===== src/rtl/if_pkg.sv =====
// Shared constants and types for the instruction prefetch unit.
package if_pkg;

  localparam int unsigned DEFAULT_DEPTH    = 4;
  localparam logic [31:0] DEFAULT_RESET_PC = 32'h0000_0000;
  // Instruction SRAM word-address width (byte pc[15:2]).
  localparam int unsigned IM_AW            = 14;

  typedef struct packed {
    logic [31:0] pc;
    logic [31:0] inst;
  } fetch_entry_t;

endpackage


===== src/rtl/if_fifo.sv =====
// Synchronous instruction queue with push, pop and flush; flush wins over both.
module if_fifo
  import if_pkg::*;
#(
  parameter int unsigned Depth = DEFAULT_DEPTH,
  localparam int unsigned PtrW = $clog2(Depth),
  localparam int unsigned CntW = PtrW + 1
) (
  input  logic            clk_i,
  input  logic            rst_ni,
  input  logic            push_i,
  input  fetch_entry_t    push_data_i,
  input  logic            pop_i,
  input  logic            flush_i,
  output logic [CntW-1:0] count_o,
  output fetch_entry_t    head_o
);

  fetch_entry_t    mem_q [Depth];
  logic [PtrW-1:0] rd_ptr_q, rd_ptr_d;
  logic [PtrW-1:0] wr_ptr_q, wr_ptr_d;
  logic [CntW-1:0] count_q, count_d;
  logic            do_push, do_pop;

  // Next-state for pointers and occupancy.
  always_comb begin
    do_push  = push_i && !flush_i;
    do_pop   = pop_i && !flush_i && (count_q != '0);
    rd_ptr_d = rd_ptr_q;
    wr_ptr_d = wr_ptr_q;
    count_d  = count_q;
    if (flush_i) begin
      // Keep the read pointer so the head keeps showing its last value.
      wr_ptr_d = rd_ptr_q;
      count_d  = '0;
    end else begin
      if (do_push) wr_ptr_d = wr_ptr_q + PtrW'(1);
      if (do_pop)  rd_ptr_d = rd_ptr_q + PtrW'(1);
      count_d = count_q + CntW'(do_push) - CntW'(do_pop);
    end
  end

  // Storage and pointer registers.
  always_ff @(posedge clk_i or negedge rst_ni) begin
    if (!rst_ni) begin
      rd_ptr_q <= '0;
      wr_ptr_q <= '0;
      count_q  <= '0;
      for (int i = 0; i < int'(Depth); i++) mem_q[i] <= '0;
    end else begin
      rd_ptr_q <= rd_ptr_d;
      wr_ptr_q <= wr_ptr_d;
      count_q  <= count_d;
      if (do_push) mem_q[wr_ptr_q] <= push_data_i;
    end
  end

  assign count_o = count_q;
  assign head_o  = mem_q[rd_ptr_q];

  // The upstream credit check must never let a full queue be written.
  a_no_overflow: assert property (@(posedge clk_i) disable iff (!rst_ni)
    !(push_i && !flush_i && (count_q == CntW'(Depth))));

endmodule


===== src/rtl/if_prefetch.sv =====
// Instruction prefetcher: credit-based fetch issue into a 1-cycle SRAM, redirect/flush.
module if_prefetch
  import if_pkg::*;
#(
  parameter int unsigned DEPTH    = DEFAULT_DEPTH,
  parameter logic [31:0] RESET_PC = DEFAULT_RESET_PC
) (
  input  logic             clk,
  input  logic             rst,
  input  logic             redirect_valid,
  input  logic [31:0]      redirect_pc,
  output logic [IM_AW-1:0] im_addr,
  input  logic [31:0]      im_data_out,
  output logic             inst_valid,
  output logic [31:0]      inst,
  output logic [31:0]      inst_pc,
  input  logic             inst_ready
);

  localparam int unsigned CntW = $clog2(DEPTH) + 1;

  logic [31:0]     fetch_pc_q, fetch_pc_d;
  logic [31:0]     pending_pc_q, pending_pc_d;
  logic            inflight_q, inflight_d;
  logic [CntW-1:0] count;
  logic [CntW:0]   credit_used;
  logic [31:0]     redirect_base;
  logic            pop, issue, push;
  fetch_entry_t    head, push_entry;
  logic            unused_rpc_lo;

  assign unused_rpc_lo = ^redirect_pc[1:0];

  // Credit check, fetch issue and redirect handling.
  always_comb begin
    pop           = inst_valid && inst_ready;
    // Entries held plus the response still on its way, minus this cycle's pop.
    credit_used   = {1'b0, count} + (CntW + 1)'(inflight_q) - (CntW + 1)'(pop);
    redirect_base = {redirect_pc[31:2], 2'b00};
    issue         = redirect_valid || (credit_used < (CntW + 1)'(DEPTH));
    push          = inflight_q && !redirect_valid;
    push_entry    = '{pc: pending_pc_q, inst: im_data_out};
    im_addr       = redirect_valid ? redirect_pc[15:2] : fetch_pc_q[15:2];
    fetch_pc_d    = fetch_pc_q;
    pending_pc_d  = pending_pc_q;
    inflight_d    = issue;
    if (redirect_valid) begin
      pending_pc_d = redirect_base;
      fetch_pc_d   = redirect_base + 32'd4;
    end else if (issue) begin
      pending_pc_d = fetch_pc_q;
      fetch_pc_d   = fetch_pc_q + 32'd4;
    end
  end

  // Fetch state registers.
  always_ff @(posedge clk or negedge rst) begin
    if (!rst) begin
      fetch_pc_q   <= RESET_PC;
      pending_pc_q <= '0;
      inflight_q   <= 1'b0;
    end else begin
      fetch_pc_q   <= fetch_pc_d;
      pending_pc_q <= pending_pc_d;
      inflight_q   <= inflight_d;
    end
  end

  if_fifo #(
    .Depth (DEPTH)
  ) u_fifo (
    .clk_i       (clk),
    .rst_ni      (rst),
    .push_i      (push),
    .push_data_i (push_entry),
    .pop_i       (pop),
    .flush_i     (redirect_valid),
    .count_o     (count),
    .head_o      (head)
  );

  assign inst_valid = (count != '0);
  assign inst       = head.inst;
  assign inst_pc    = head.pc;

endmodule


===== config.mk =====
export PLATFORM = sky130hd
export DESIGN_NAME = if_prefetch
export DESIGN_NICKNAME = d
export VERILOG_FILES = /design/src/rtl/if_pkg.sv /design/src/rtl/if_fifo.sv /design/src/rtl/if_prefetch.sv
export SDC_FILE = /design/constraint.sdc
export NUM_CORES = 1
export LEC_CHECK = 0
export CORE_MARGIN = 2
export CORE_UTILIZATION = 25
export CTS_CLUSTER_DIAMETER = 200
export CTS_CLUSTER_SIZE = 14
export DETAILED_ROUTE_END_ITERATION = 7
export PLACE_DENSITY_LB_ADDON = 0.15
export SETUP_SLACK_MARGIN = 0.4
export SLEW_MARGIN = 20
export SYNTH_ARGS = -nofsm -noshare
export SYNTH_HDL_FRONTEND = slang
export SYNTH_SLANG_ARGS = --single-unit

===== constraint.sdc =====
create_clock -name clk -period 7.3 [get_ports clk]
set_input_delay 1.46 -clock clk [delete_from_list [all_inputs] [get_ports clk]]
set_output_delay 1.46 -clock clk [all_outputs]
set_load 0.01 [all_outputs]

==> flow_summary.toml <==
[power]
p_per_area_nw_per_um2 = 460
irDropWorstVdd_v = 0.000190
p_leak_nw = 7.15

[drt]
ant_nets = 0
finalWirelength_um = 37800
routed_via_density = 4.54
wl_per_cell_um = 19.6
wl_met3_um = 1520
highest_layer = "met4"
vias = 8748
initialDrtViolationCount = 335
wl_met1_um = 17600
dr_wl_met2_um = 18300
drt_first_pass_iters = 4
drc = 0

[global_routing]
grt.overflow.total = 0
antenna_found_initial = 0
grt_usage_pct = 12.5
grt_pass1_vias = 9458
grt_pass1_wl_um = 59000
grt_max_degree = 144

[floorplanning]
initial_utilization_pct = 25.2
die_x_um = 248
core_sq_um = 58900
pin_count = 147
fp-row-count = 89
fp.dieH_um = 248
dieArea_sq_um = 61500

[final_layout]
nets = 1231
fillers = 5895
antenna_cells_inserted = 0
area_growth_pct = 18.7
stdcell_count = 1926
mostFrequentLayoutCells = "dfrtp_1, mux2_2, clkdlybuf4s50_1"
layout-drive-gt1-share_pct = 33.6
multi_input_area_sq_um = 6500
register_area_sq_um = 7920
mostFrequentLayoutCell = "dfrtp_1"

[logic_synthesis]
synth-seq-cells = 316
synth-main-ff-cell = "dfrtp_1"
async_flop_share_pct = 100
synth.avg_cell_area_sq_um = 14.2
synthDistinctLibCells = 66
yosys.area.top_type = "dfrtp_1"
synth-edff-count = 0
yosysWarningCount = 0
synth-seq-area-share_pct = 53.2
syn_area_sq_um = 14900
yosys.area.top_type_share_pct = 53.2
yosys-top-cells-area = "dfrtp_1, mux2_2, mux4_2"
synth_cells = 1046

[clock_tree]
post_cts_buffers = 0
clk_transition_reported_paths_ns = 0.07
cts_buffers = 26
cts_root_buffer = "clkbuf_16"
cts_max_level = 1
cts-hold-fix-buffers = 0
cts_tree = "built"
cts_buffer_depth = 3
cts_resized = 0
worst_skew_pair.late_latency_ns = 0.56
clock-sinks = 316

[setup_path]
setup.worst_path.start_class = "register"
worstSetupPathType = "register to output port"
required_ns = 5.84
end_kind = "output port"
cp.arrival_ns = 3.46
path_max_fanout = 41

[timing]
fmax_mhz = 203
relSlewSlack_pct = 35.5
tns_ns = 0
clock_skew_ns = 0.0138
worst_pin_slew_ns = 0.967
finalMaxSlewViolations = 0
holdWs_ns = 0.491
finalCritPeriodShare_pct = 67.5
setup_ws_ns = 2.38
min_period_ns = 4.92
hold_viol_final = 0
finalSetupViolations = 0
rsz0062_at_grt = "false"

[placement]
hpwl_um = 23500
post-place-ws_ns = 2.24
post-place-cells = 1897
io_buffer_count = 142
routabilityCongestion = 0.717

[worst_hold_path]
holdCritPathClass = "register to register"

[status]
outcome = "finished clean"

[job]
cap_violations = 0
[critical path: stages, from the launching register on]
cell             delay, ns
dfrtp_4               1.05
buf_4                 0.66
mux4_2                0.58
clkdlybuf4s50_1       0.60
[routing by layer]
| layer | GRT usage [%] | vias up |
|---|---|---|
| li1 | - | 3987 |
| met1 | 17.3 | 4608 |
| met2 | 20.9 | 123 |
| met3 | 2.02 | 30 |
| met4 | 2.29 | 0 |
| met5 | 0 | - |
[synthesized netlist by cell type (6+ instances only)]
cell and number:
buf_2 40, xnor2_1 36, nor3_1 8, mux4_2 62, nand2_1 42, dfrtp_1 316
mux2_2 254, nor2_1 50, buf_4 17, clkbuf_1 10, ha_1 10, a21oi_1 26
mux2i_1 35, inv_1 15, nand3_1 9, nand4_1 7, xor2_1 6, o21ai_0 18
[state kept, by name, summed over array words and instances, names as in the netlist]
name             flops
fetch_pc_q          30
pending_pc_q        30
u_fifo.wr_ptr_q      2
u_fifo.mem_q       248
inflight_q           1
u_fifo.rd_ptr_q      2
u_fifo.count_o       3
[final cells by class]
class                           instances  share of cell area [%]
Clock buffer                           28                    3.85
Clock inverter                          1                  0.0496
Inverter                               17                   0.361
Multi-Input combinational cell        638                    36.8
Sequential cell                       316                    44.8
Tap cell                              773                    5.48
Timing Repair Buffer                  153                    8.60
[power breakdown]
part / switching, mW / total (mW) / internal (mW)
clock network: 0.636 / 1.29 / 0.653
registers: 0.597 / 3.20 / 2.61
logic: 1.50 / 3.63 / 2.13
[metrics by stage]
stage	utilization, %	power, mW	instance area, sq um
global route	30.0	8.74	17700
CTS	30.0	8.35	17700
floorplan	-	5.47	14900
finish	30.0	8.12	17700
detailed placement	28.8	7.00	17000
global placement	28.8	6.92	17000
[final timing paths]
check,startpoint,end,slack [ns],cells after the start
max,u_fifo.rd_ptr_q[0]$_DFFE_PN0P_,inst_pc[16],2.38,3
min,fetch_pc_q[3]$_DFFE_PN0P_,fetch_pc_q[3]$_DFFE_PN0P_,0.49,2
max reg2reg,u_fifo.count_o[2]$_DFF_PN0_,pending_pc_q[3]$_DFFE_PN0P_,3.60,12
min reg2reg,fetch_pc_q[3]$_DFFE_PN0P_,fetch_pc_q[3]$_DFFE_PN0P_,0.49,2
max in group asynchronous,rst,u_fifo.mem_q[240]$_DFFE_PN0P_,4.84,2
min in group asynchronous,rst,u_fifo.mem_q[121]$_DFFE_PN0P_,0.93,1
[cell families (layout without fill, tap and decap cells)]
logic type	after synthesis	in the layout	synth area share (%)
compound gates	68	68	2.95
xor+xnor	42	42	2.47
fa+ha+maj	11	11	0.976
buf+inv	93	199	3.34
flops	316	316	53.2
mux	352	352	31.1
other cells	1	2	0.0252
simple gates	163	163	6.02
(Power assumes the default switching activity.)
